--- src/rtl/uart_tx_buffer_pkg.sv ---
// Shared types and defaults for the UART transmit buffer.
// Holds the pacing FSM state encoding, byte width and default sizing.
// No logic; imported by the buffer top and its storage sub-module.
package uart_tx_buffer_pkg;

  localparam int BYTE_W           = 8;
  localparam int DEF_DEPTH        = 16;
  localparam int DEF_ADDR_W       = 4;
  localparam int DEF_BUSY_TIMEOUT = 32;

  typedef enum logic [2:0] {
    S_IDLE      = 3'd0,
    S_LOAD      = 3'd1,
    S_STROBE    = 3'd2,
    S_WAIT_BUSY = 3'd3,
    S_WAIT_DONE = 3'd4
  } state_t;

endpackage

--- src/rtl/uart_fifo_mem.sv ---
// Byte storage for the transmit buffer: synchronous write, registered read.
// Latency: rd_dat reflects mem[rd_addr] one clock after the address is applied.
// No flow control here; the parent owns pointers, count and accept/drop decisions.
module uart_fifo_mem
  import uart_tx_buffer_pkg::*;
#(
  parameter int DEPTH  = DEF_DEPTH,
  parameter int ADDR_W = DEF_ADDR_W
) (
  input  logic              clk,
  input  logic              wr_en,
  input  logic [ADDR_W-1:0] wr_addr,
  input  logic [BYTE_W-1:0] wr_dat,
  input  logic [ADDR_W-1:0] rd_addr,
  output logic [BYTE_W-1:0] rd_dat
);

  logic [BYTE_W-1:0] mem [DEPTH];

  // Storage needs no reset: the parent's count defines which entries are live.
  always_ff @(posedge clk) begin
    if (wr_en) begin
      mem[wr_addr] <= wr_dat;
    end
    rd_dat <= mem[rd_addr];
  end

endmodule

--- src/rtl/uart_tx_buffer.sv ---
// Byte FIFO plus pacing FSM feeding a UART transmitter one byte per frame.
// Latency: write at edge N into an empty buffer -> tx_data after N+2, tx_wrsig pulse after N+3.
// Writes beyond DEPTH are dropped (sticky overflow) unless a pop lands on the same edge.
module uart_tx_buffer
  import uart_tx_buffer_pkg::*;
#(
  parameter int DEPTH        = DEF_DEPTH,
  parameter int ADDR_W       = DEF_ADDR_W,
  parameter int BUSY_TIMEOUT = DEF_BUSY_TIMEOUT
) (
  input  logic              clk,
  input  logic              reset,
  input  logic              wrsig,
  input  logic [BYTE_W-1:0] datain,
  output logic              full,
  output logic [ADDR_W:0]   count,
  output logic              overflow,
  output logic [BYTE_W-1:0] tx_data,
  output logic              tx_wrsig,
  input  logic              tx_idle,
  output logic              tx_timeout
);

  localparam int               TMR_W     = $clog2(BUSY_TIMEOUT) + 1;
  localparam logic [ADDR_W:0]  DEPTH_CNT = (ADDR_W + 1)'(DEPTH);
  localparam logic [TMR_W-1:0] TMR_LAST  = TMR_W'(BUSY_TIMEOUT - 1);

  state_t            state;
  logic [ADDR_W-1:0] wptr;
  logic [ADDR_W-1:0] rptr;
  logic [TMR_W-1:0]  timer;
  logic [BYTE_W-1:0] rd_dat;
  logic              pop;
  logic              push;
  logic [ADDR_W:0]   count_nxt;

  // S_LOAD is only entered with count != 0, so a pop can never underflow.
  assign pop  = (state == S_LOAD);
  // A full buffer still accepts a byte when the same edge frees a slot.
  assign push = wrsig && ((count != DEPTH_CNT) || pop);

  // Next occupancy: simultaneous push and pop cancel out.
  always_comb begin
    count_nxt = count;
    if (push && !pop) begin
      count_nxt = count + (ADDR_W + 1)'(1);
    end else if (!push && pop) begin
      count_nxt = count - (ADDR_W + 1)'(1);
    end
  end

  // Pointer, occupancy and overflow bookkeeping; full is registered from the next count.
  always_ff @(posedge clk) begin
    if (reset) begin
      wptr     <= '0;
      rptr     <= '0;
      count    <= '0;
      full     <= 1'b0;
      overflow <= 1'b0;
    end else begin
      if (push) begin
        wptr <= wptr + ADDR_W'(1);
      end
      if (pop) begin
        rptr <= rptr + ADDR_W'(1);
      end
      if (wrsig && !push) begin
        overflow <= 1'b1;
      end
      count <= count_nxt;
      full  <= (count_nxt == DEPTH_CNT);
    end
  end

  uart_fifo_mem #(
    .DEPTH  (DEPTH),
    .ADDR_W (ADDR_W)
  ) u_mem (
    .clk     (clk),
    .wr_en   (push),
    .wr_addr (wptr),
    .wr_dat  (datain),
    .rd_addr (rptr),
    .rd_dat  (rd_dat)
  );

  // Pacing FSM: load a byte, strobe once, then wait for the transmitter to go busy and idle again.
  always_ff @(posedge clk) begin
    if (reset) begin
      state      <= S_IDLE;
      tx_data    <= '0;
      tx_wrsig   <= 1'b0;
      tx_timeout <= 1'b0;
      timer      <= '0;
    end else begin
      case (state)
        S_IDLE: begin
          if ((count != '0) && tx_idle) begin
            state <= S_LOAD;
          end
        end
        S_LOAD: begin
          // rd_dat already holds mem[rptr]: rptr has been stable since the previous pop.
          tx_data <= rd_dat;
          state   <= S_STROBE;
        end
        S_STROBE: begin
          tx_wrsig <= 1'b1;
          timer    <= '0;
          state    <= S_WAIT_BUSY;
        end
        S_WAIT_BUSY: begin
          tx_wrsig <= 1'b0;
          if (!tx_idle) begin
            state <= S_WAIT_DONE;
          end else if (timer == TMR_LAST) begin
            // Transmitter never acknowledged; treat the byte as sent so the queue keeps draining.
            tx_timeout <= 1'b1;
            state      <= S_IDLE;
          end else begin
            timer <= timer + TMR_W'(1);
          end
        end
        S_WAIT_DONE: begin
          if (tx_idle) begin
            state <= S_IDLE;
          end
        end
        default: state <= S_IDLE;
      endcase
    end
  end

endmodule
--- config.mk ---
export PLATFORM = sky130hd
export DESIGN_NAME = uart_tx_buffer
export DESIGN_NICKNAME = d
export VERILOG_FILES = /design/src/rtl/uart_tx_buffer_pkg.sv /design/src/rtl/uart_fifo_mem.sv /design/src/rtl/uart_tx_buffer.sv
export SDC_FILE = /design/constraint.sdc
export NUM_CORES = 1
export LEC_CHECK = 0
export ABC_CLOCK_PERIOD_IN_PS = 5800
export CAP_MARGIN = 20
export CELL_PAD_IN_SITES_DETAIL_PLACEMENT = 0
export CELL_PAD_IN_SITES_GLOBAL_PLACEMENT = 1
export CORE_MARGIN = 5
export CORE_UTILIZATION = 45
export DETAILED_ROUTE_END_ITERATION = 16
export PLACE_DENSITY = 0.67
export SLEW_MARGIN = 15
export SYNTH_ARGS = -nofsm -noshare
export SYNTH_HDL_FRONTEND = slang
export SYNTH_SLANG_ARGS = --single-unit
--- constraint.sdc ---
create_clock -name clk -period 5.8 [get_ports clk]
set_input_delay 1.74 -clock clk [delete_from_list [all_inputs] [get_ports clk]]
set_output_delay 1.74 -clock clk [all_outputs]
set_load 0.03 [all_outputs]
==> impl_metrics.toml <==
[pwr]
switching_power_w = 0.000756
switching_share = 0.252
peakVddDrop_mv = 0.223
power.density_nw_per_um2 = 388
p_int_w = 0.00224
p_seq_frac = 0.472
p_comb_frac = 0.161
leakage_nw = 2.45
p_total_w = 0.00300
pwr-share-clk = 0.367

[logic_synthesis]
ys_seq_area_frac = 0.699
avgSynthCellArea_um2 = 16.5
yosysTopAreaCell = "edfxtp_1"
yosysWarnings = 0
yosysMostFrequentCell = "edfxtp_1"
synthFlopType = "edfxtp_1"
synth_cells = 406
synthDistinctLibCells = 43
netlist.area_leader.share = 0.574
synth_edf_count = 128
synth.area.top_cells = "edfxtp_1 (57%), mux4_2 (13%), dfxtp_1 (13%)"
synth_fp_nets = 426
syn-cell-area_um2 = 6700
synth_common_cells = "edfxtp_1 (128), nor2_1 (43), dfxtp_1 (42)"
synthArstFlopShare = 0
ys_seq_elements = 170

[route]
drt-pass1-iter-count = 4
ant_nets = 0
top_layer_used = "met4"
wl_per_cell_um = 21.5
via_per_inst = 5.61
vias = 3527
drtIter0Drc = 146
wl_met1_um = 6230
drc = 0
route.met3.wl_um = 744
wl_met2_um = 6300
drt_wl_total_um = 13500

[global_routing]
grt_use_total = 0.163
grt_pass1_wl_um = 21000
grt_max_degree = 36
overflow = 0
antenna_found_initial = 0
grt_pass1_vias = 3541

[cts]
cts_tree = "done"
cts.sinks = 170
cts_inserted_buffers = 17
htree_levels = 4
clk_latency_ns = 0.42
cts_resized = 0
cts_hold_repair.buffers = 0
clk_pin_slew_worst_paths_ns = 0.06
clockBufferDepth = 2
cts_root_buffer = "clkbuf_16"
cts_setup_buffers = 0

[timing]
finalClockSkew_ns = 0.00976
slew_violations = 0
setup_ws_ns = 1.89
maxSlewHeadroom = 0.288
finalHoldViolCount = 0
tns_ns = 0
tightest_slew_ns = 1.06
finalSetupViolCount = 0
timing.final.crit_share = 0.674
fin_crit_ns = 3.91
fmax_ghz = 0.256
rsz0062_at_grt = "false"

[finish]
fillers = 1155
areaGrowthSynthToFinish_pct = 15.3
drive_above_1_share = 0.180
final_nets = 452
num_antenna_cells = 0

[worst_setup_path]
r2r_slack_ns = 2.73
critical_path_required_ns = 5.84
crit_buf_inv = 1
path_cells = "clkdlybuf4s50_1, a21boi_4, nand2_1, nor3_1"
r2r_cells = 4
slowest_stage = "nor3_1"
arrival_ns = 3.95
cpPeakStageDelay_ns = 0.85
path_depth = 4
startpoint = "wrsig"
cp-endpoint = "u_mem.mem[2][6]"
worstReg2RegStart = "state[0]"
crit_type = "in -> reg"
r2r_end = "u_mem.mem[2][6]"
cp-end-kind = "flip-flop"
crit_family = "simple AND/OR/NAND/NOR gates"
critPathLaunchType = "primary input"
cp_max_fo = 14

[die]
dieHeight_um = 132
rows = 44
dieArea_um2 = 17400
ioPinCount = 29
initial_utilization = 0.459
die_w_um = 132
coreArea_um2 = 14600

[place]
place_ws_ns = 1.33
io_buffer_count = 28
dp_hpwl_um = 8860
gp_congestion = 0.782

[job]
max_cap_viol_count = 0

[min_path]
hold_start = "u_mem.rd_dat[1]"
hp-class = "reg -> reg"

[status]
status = "finished, final reports clean"
## worst min path at each step
stage	endpoint	slack [ns]	cells past startpoint
5_1_grt	tx_data[5]	0.45	2
4_1_cts	tx_data[1]	0.43	2
3_5_place_dp	tx_data[1]	0.42	2
2_1_floorplan	tx_data[0]	0.42	2
3_3_place_gp	tx_data[0]	0.42	2
6_report	tx_data[1]	0.43	2
## power by group through the flow
stage | clock network (W) | logic, W | registers [W]
2_1_floorplan | 0 | 0.000326 | 0.00146
4_1_cts | 0.00112 | 0.000492 | 0.00141
6_report | 0.00110 | 0.000482 | 0.00141
5_1_grt | 0.00117 | 0.000523 | 0.00142
3_5_place_dp | 0 | 0.000489 | 0.00144
3_3_place_gp | 0 | 0.000488 | 0.00144
## layer usage
| metal | global-route usage | up-vias |
|---|---|---|
| li1 | - | 1618 |
| met2 | 0.242 | 106 |
| met3 | 0.0405 | 17 |
| met1 | 0.233 | 1786 |
| met4 | 0.0611 | 0 |
| met5 | 0 | - |
## cells in the final DEF, fill, tap and decap left out, drive strengths merged, types with 3 or more instances in the layout
master and n:
o21ai 4, dfxtp 42, a211oi 3, xnor2 7, a31oi 3, nand3 7
edfxtp 128, ha 8, clkdlybuf4s50 28, mux4 40, buf 3, nand2b 4
inv 8, clkbuf 25, xor2 6, a21oi 18, nor2 43, nor3 10
nand2 26, clkinv 6, nand4 5
## worst min-delay path, stage by stage (launching register included)
cell and delay [ns]:
dfxtp_1 0.30, nand2_1 0.04, a21oi_1 0.05
## per-stage QoR
step	hold slack, ns	cell area, um^2	instances	util
floorplan	0.417	6700	406	-
global route	0.453	7730	629	0.530
global placement	0.421	7130	597	0.489
finish	0.434	7730	629	0.530
CTS	0.434	7720	629	0.529
detailed placement	0.425	7130	597	0.489
## registers in the layout, summed over array words and instances, names as in the netlist, 3 cells and up
register / flops
u_mem.mem: 128
tx_data: 8
u_mem.rd_dat: 8
timer: 6
count: 5
rptr: 4
wptr: 4
state: 3
## cells by family after synthesis
kind of cell               Yosys count  share of synthesized area
muxes                               41                      0.136
AOI/OAI and AO/OA                   39                     0.0381
adders and majority gates            8                     0.0149
DFF                                170                      0.699
buffers and inverters               31                     0.0200
and+or+nand+nor                    104                     0.0751
xor gates and xnor gates            13                     0.0170
## layout make-up
class / instances / area [um^2] / share of cell area
multi-input cells: 205 / 1890 / 0.245
repair buffers: 31 / 303 / 0.0392
clock inverters: 7 / 52.6 / 0.00680
flip-flops and latches: 170 / 4690 / 0.606
clock buffers: 25 / 539 / 0.0698
well taps: 184 / 230 / 0.0298
inverters: 7 / 26.3 / 0.00340
(Power assumes the default switching activity.)
